==> src/rtl/hazard_forward_unit.sv <==
// hazard_forward_unit: load-use stall and operand forwarding control for a 5-stage pipeline
//   Clk, Reset            : clock, synchronous active-high reset
//   ID_VALID              : IF/ID holds a real instruction
//   ID_RS/ID_RT           : source registers of the instruction in ID
//   ID_USES_RS/ID_USES_RT : the instruction actually reads that source
//   ID_DEST/ID_RF_ENABLE  : destination and register-file write enable of the ID instruction
//   ID_LOAD_INSTR         : the ID instruction is a load
//   PC_LE/IF_ID_LE        : front-end load enables, low during a load-use stall
//   ID_EX_NOP             : inject a bubble into ID/EX
//   MX1_SEL/MX2_SEL       : operand source, 00 reg file, 01 EX, 10 MEM, 11 WB
//   STALL_COUNT           : saturating count of load-use stall cycles
module hazard_forward_unit #(
   parameter int CNT_W = 16
) (
   input  logic             Clk,
   input  logic             Reset,
   input  logic             ID_VALID,
   input  logic [4:0]       ID_RS,
   input  logic [4:0]       ID_RT,
   input  logic             ID_USES_RS,
   input  logic             ID_USES_RT,
   input  logic [4:0]       ID_DEST,
   input  logic             ID_RF_ENABLE,
   input  logic             ID_LOAD_INSTR,
   output logic             PC_LE,
   output logic             IF_ID_LE,
   output logic             ID_EX_NOP,
   output logic [1:0]       MX1_SEL,
   output logic [1:0]       MX2_SEL,
   output logic [CNT_W-1:0] STALL_COUNT
);
   // Only the EX tag needs the load bit: a load further down already has its data.
   logic             ex_v_q, ex_v_d, ex_ld_q, ex_ld_d;
   logic [4:0]       ex_dst_q, ex_dst_d;
   logic             mem_v_q, mem_v_d;
   logic [4:0]       mem_dst_q, mem_dst_d;
   logic             wb_v_q, wb_v_d;
   logic [4:0]       wb_dst_q, wb_dst_d;
   logic [CNT_W-1:0] cnt_q, cnt_d;
   logic             live, stall;
   logic             ex_rs, ex_rt, mem_rs, mem_rt, wb_rs, wb_rt;

   function automatic logic hit(input logic v, input logic [4:0] d, input logic [4:0] r);
      return v && (d == r) && (r != 5'd0);
   endfunction

   // Youngest producer wins; an EX load yields 00 because the stall covers it.
   function automatic logic [1:0] fwd(input logic use_src, input logic ld, input logic e,
                                      input logic m, input logic w);
      return !use_src ? 2'b00 : e ? (ld ? 2'b00 : 2'b01) : m ? 2'b10 : w ? 2'b11 : 2'b00;
   endfunction

   always_comb begin
      live        = ID_VALID & ~Reset;
      ex_rs       = hit(ex_v_q, ex_dst_q, ID_RS);
      ex_rt       = hit(ex_v_q, ex_dst_q, ID_RT);
      mem_rs      = hit(mem_v_q, mem_dst_q, ID_RS);
      mem_rt      = hit(mem_v_q, mem_dst_q, ID_RT);
      wb_rs       = hit(wb_v_q, wb_dst_q, ID_RS);
      wb_rt       = hit(wb_v_q, wb_dst_q, ID_RT);
      stall       = live & ex_ld_q & ((ID_USES_RS & ex_rs) | (ID_USES_RT & ex_rt));
      PC_LE       = ~stall;
      IF_ID_LE    = ~stall;
      ID_EX_NOP   = stall;
      MX1_SEL     = fwd(live & ID_USES_RS, ex_ld_q, ex_rs, mem_rs, wb_rs);
      MX2_SEL     = fwd(live & ID_USES_RT, ex_ld_q, ex_rt, mem_rt, wb_rt);
      ex_v_d      = ~stall & ID_VALID & ID_RF_ENABLE & (ID_DEST != 5'd0);
      ex_dst_d    = ID_DEST;
      ex_ld_d     = ID_LOAD_INSTR;
      mem_v_d     = ex_v_q;
      mem_dst_d   = ex_dst_q;
      wb_v_d      = mem_v_q;
      wb_dst_d    = mem_dst_q;
      cnt_d       = (stall && !(&cnt_q)) ? cnt_q + CNT_W'(1) : cnt_q;
      STALL_COUNT = cnt_q;
   end

   always_ff @(posedge Clk) begin
      if (Reset) begin
         ex_v_q  <= 1'b0;
         mem_v_q <= 1'b0;
         wb_v_q  <= 1'b0;
         cnt_q   <= '0;
      end else begin
         ex_v_q  <= ex_v_d;
         mem_v_q <= mem_v_d;
         wb_v_q  <= wb_v_d;
         cnt_q   <= cnt_d;
      end
      ex_dst_q  <= ex_dst_d;
      ex_ld_q   <= ex_ld_d;
      mem_dst_q <= mem_dst_d;
      wb_dst_q  <= wb_dst_d;
   end
endmodule

==> config.mk <==
export PLATFORM = sky130hd
export DESIGN_NAME = hazard_forward_unit
export DESIGN_NICKNAME = d
export VERILOG_FILES = /design/src/rtl/hazard_forward_unit.sv
export SDC_FILE = /design/constraint.sdc
export NUM_CORES = 1
export LEC_CHECK = 0
export ABC_AREA = 1
export CORE_MARGIN = 4
export CORE_UTILIZATION = 55
export DETAILED_ROUTE_END_ITERATION = 8
export HOLD_SLACK_MARGIN = 0.06
export PLACE_DENSITY = 0.85
export SLEW_MARGIN = 10
export SYNTH_ARGS = -nofsm -noshare
export SYNTH_HDL_FRONTEND = slang
export SYNTH_SLANG_ARGS = --single-unit
==> constraint.sdc <==
create_clock -name Clk -period 2.5 [get_ports Clk]
set_clock_uncertainty 0.1 [all_clocks]
set_input_delay 0.375 -clock Clk [delete_from_list [all_inputs] [get_ports Clk]]
set_output_delay 0.375 -clock Clk [all_outputs]
set_load 0.005 [all_outputs]
==> implementation parameters <==
Parameter                              Value

Die
  Overall die area ... between 0.004 and 0.005 sq mm
  Core Box Area ... approximately 0.0037 sq mm
  Height of the die ... between 70 and 80 um
  Effective utilization at floorplan ... between 50% and 60%
  Number of core rows ... 22
  Die W ... roughly 71 um
  Number of top-level pins ... 45

Global route
  Vias in the first global route ... between 2000 and 2500
  Remaining global-route overflow ... 0
  Global-route wire length before repair ... around 10000 um
  Pin count of the biggest net entering global routing ... 23
  Number of antenna violations at the first check in global routing ... 0
  Global router's overall resource usage ... between 20% and 30%

Synth
  Count of flip-flops with a built-in enable after synthesis ... 0
  Synthesis Warnings ... 0
  Syn nets ... 360
  Cells after Synth ... between 300 and 400
  Register bit total from synthesis ... 35
  Sequential area share after synthesis ... between 30 and 40%
  Flip-flop cell with the highest count after synthesis ... sky130_fd_sc_hd__dfxtp_1
  Number of distinct library cell variants in the gate-level netlist after synthesis ... 31
  Share of synthesized registers carrying an async set or reset ... 0%
  Mapped Avg Cell Area ... roughly 6.4 sq um
  Synth Cell Area ... approximately 0.0022 sq mm

Drt
  Initial detailed-routing violation count ... around 250
  Drt drc ... 0
  Antenna viol nets, final ... 0
  Wire length reported by the detailed router ... 5760 um
  Vias per inst ... 5.18
  Detailed-route wire length per cell ... 12.9 um
  First-pass iteration count of the detailed router ... 6
  Vias ... approximately 2300

Clock network
  Clock buffer count from CTS ... 5
  CTS tree ... done
  Cell at the root of the clock tree ... sky130_fd_sc_hd__clkbuf_8
  Number of sinks driven by the clock tree ... 35
  Insertion delay of the later-clocked pin in the worst-skew pair ... roughly 0.3 ns
  Post-cts hold buffer count ... 0
  Clock slew at the register clock pins of the worst setup and hold paths ... approximately 0.080 ns
  Level count of the clock H-tree ... 2
  Number of buffers on the longest clock path ... 2

Placement
  Routability congestion estimate from global placement ... 0.916
  Placement-stage worst setup slack ... -0.224 ns
  DP Cell Count ... 439
  Placed wire-length estimate ... 4270 um
  Port-buffer cells ... 44

Pwr
  Power Internal ... ~1.0 mW
  Net switching power ... about 0.32 mW
  Clock power frac ... 45.9%
  Leak pwr ... roughly 1.3 nW
  Comb power frac ... 11.2%
  Pwr/cell area ... between 400 and 500 mW/mm^2
  Sequential fraction of design power ... between 40 and 50%
  Highest ir drop seen on vdd ... 0.317 mV
  Sw Ratio ... between 20% and 30%

STA
  Min cycle time layout ... about 2.3 ns
  Number of max-slew violations in the final report ... 0
  Post-Route Setup TNS ... 0 ns
  Setup violations, final ... 0
  RSZ-0062 raised after global routing ... false
  Final WS setup ... ~0.16 ns
  Fmax ... around 0.43 GHz
  Period Utilization, post-route ... just over 90%
  Relative max-transition margin ... ~79%
  Worst-case hold slack ... roughly 0.25 ns
  Final count of hold timing violations ... 0
  Tightest Pin Transition ... 0.308 ns

Critical path
  Worst-path maximum fanout ... 4
  Critical path data arrival time ... 1.86 ns
  Type of element launching the critical path ... input pin
  Crit Path Class ... in -> out
  Data required time at the worst endpoint ... between 2 and 2.5 ns
  Category of the worst setup path capture point ... output pin
  Critical R2R Launch ... STALL_COUNT[0]$_SDFFE_PP0P_
  Timing startpoint of the critical path ... ID_RS[0]

Layout
  Antenna cells ... 0
  Final Non-Filler Cells ... roughly 450
  Nets@finish ... 422
  Share of final-layout standard cells stronger than drive strength 1 ... between 10% and 20%
  Layout overhead on the synthesized area ... 33.8%
  Layout fillers ... between 200 and 300

Min path
  Worst min-delay path class ... reg -> reg
  Start point of the worst min-delay path ... mem_dst_q[3]$_DFF_P_

Status
  Result of the run ... completed

Job
  Count of maximum capacitance violations ... 0
flip-flops by register name (all words and copies together) (netlist names):
| register | flops |
|---|---|
| STALL_COUNT | 16 |
| ex_dst_q | 5 |
| mem_dst_q | 5 |
| wb_dst_q | 5 |
| ex_ld_q | 1 |
| ex_v_q | 1 |
| mem_v_q | 1 |
| wb_v_q | 1 |
through the flow:
stage | utilization (%) | area [sq um] | power (mW)
floorplan | - | 2150 | 0.669
global placement | 73.2 | 2720 | 0.749
detailed placement | 73.2 | 2720 | 0.750
CTS | 76.8 | 2860 | 1.36
global route | 77.5 | 2880 | 1.41
finish | 77.5 | 2880 | 1.36
worst paths after layout:
| check | to | slack, ns | cells past startpoint |
|---|---|---|---|
| setup / recovery | PC_LE | 0.16 | 9 |
| hold / removal | wb_dst_q[3]$_DFF_P_ | 0.25 | 0 |
| setup reg to reg | STALL_COUNT[14]$_SDFFE_PP0P_ | 0.67 | 11 |
| hold reg to reg | wb_dst_q[3]$_DFF_P_ | 0.25 | 0 |
metal layers:
metal	vias to the layer above	wire length, um	global-route usage, %	share of wire, %
li1	1169	-	-	-
met1	1019	2630	33.5	46
met2	118	2510	37.0	44
met3	14	527	6.82	9.2
met4	0	93	6.89	1.6
met5	-	0	0	0
critical path, stage by stage:
cell,delay (ns)
sky130_fd_sc_hd__dlygate4sd2_1,0.29
sky130_fd_sc_hd__nor2_1,0.13
sky130_fd_sc_hd__nand2_1,0.07
sky130_fd_sc_hd__nor2_2,0.15
sky130_fd_sc_hd__nor2_1,0.09
sky130_fd_sc_hd__nand3_2,0.09
sky130_fd_sc_hd__nand2_4,0.05
sky130_fd_sc_hd__nand2_2,0.09
sky130_fd_sc_hd__clkdlybuf4s50_1,0.51
cells in the final DEF, fill, tap and decap left out, types with 10 or more instances in the layout:
master,netlist,layout
sky130_fd_sc_hd__nand3_2,10,10
sky130_fd_sc_hd__inv_1,41,41
sky130_fd_sc_hd__nor2_1,51,49
sky130_fd_sc_hd__buf_4,1,17
sky130_fd_sc_hd__a21oi_1,10,10
sky130_fd_sc_hd__nand4_1,14,14
sky130_fd_sc_hd__dfxtp_1,35,32
sky130_fd_sc_hd__dlygate4sd2_1,0,11
sky130_fd_sc_hd__nand3_1,11,11
sky130_fd_sc_hd__nand2_1,98,97
sky130_fd_sc_hd__inv_2,14,14
sky130_fd_sc_hd__clkdlybuf4s50_1,0,29
synth_stat cells (4+ instances only):
cell type,instances,area [sq um]
sky130_fd_sc_hd__nand2_2,5,31.3
sky130_fd_sc_hd__dfxtp_1,35,701
sky130_fd_sc_hd__inv_2,14,52.6
sky130_fd_sc_hd__inv_1,41,154
sky130_fd_sc_hd__xnor2_1,5,43.8
sky130_fd_sc_hd__nand2_1,98,368
sky130_fd_sc_hd__nand3_1,11,55.1
sky130_fd_sc_hd__nand4_1,14,87.6
sky130_fd_sc_hd__nor3_1,5,25.0
sky130_fd_sc_hd__a21oi_1,10,50.1
sky130_fd_sc_hd__xor2_1,4,35.0
sky130_fd_sc_hd__nor2_1,51,191
sky130_fd_sc_hd__nand3_2,10,100
sky130_fd_sc_hd__o21ai_0,5,25.0
sky130_fd_sc_hd__o22ai_1,4,25.0
sky130_fd_sc_hd__nor2_2,6,37.5
cell families after synthesis:
group / after synthesis / synth area share, %
and+or+nand+nor: 208 / 45.2
AOI/OAI and AO/OA: 22 / 5.81
buffers and inverters: 62 / 12.2
DFF: 35 / 32.6
adders and majority gates: 1 / 0.581
xor gates and xnor gates: 9 / 3.66
layout make-up:
type	count	area, sq um	area share, %
Multi-Input combinational cell	240	1200	41.8
Sequential cell	35	707	24.6
Timing Repair Buffer	61	562	19.5
Inverter	56	210	7.30
Clock buffer	5	68.8	2.39
Clock inverter	3	67.6	2.35
Tap cell	48	60.1	2.09
power groups by stage:
stage	Sequential [mW]	Clock [mW]	Combinational [mW]
after floorplan	0.595	0	0.0741
after global placement	0.599	0	0.150
after detailed placement	0.599	0	0.151
after CTS	0.586	0.629	0.148
after global routing	0.588	0.655	0.167
final	0.586	0.626	0.152
repair_timing:
item	in CTS	in global routing
setup endpoints to repair	7	3
buffers inserted	1	0
resized for setup	14	10
pin swaps	1	4
hold endpoints to repair	0	0
No activity file was read; power rests on OpenSTA's default activity.
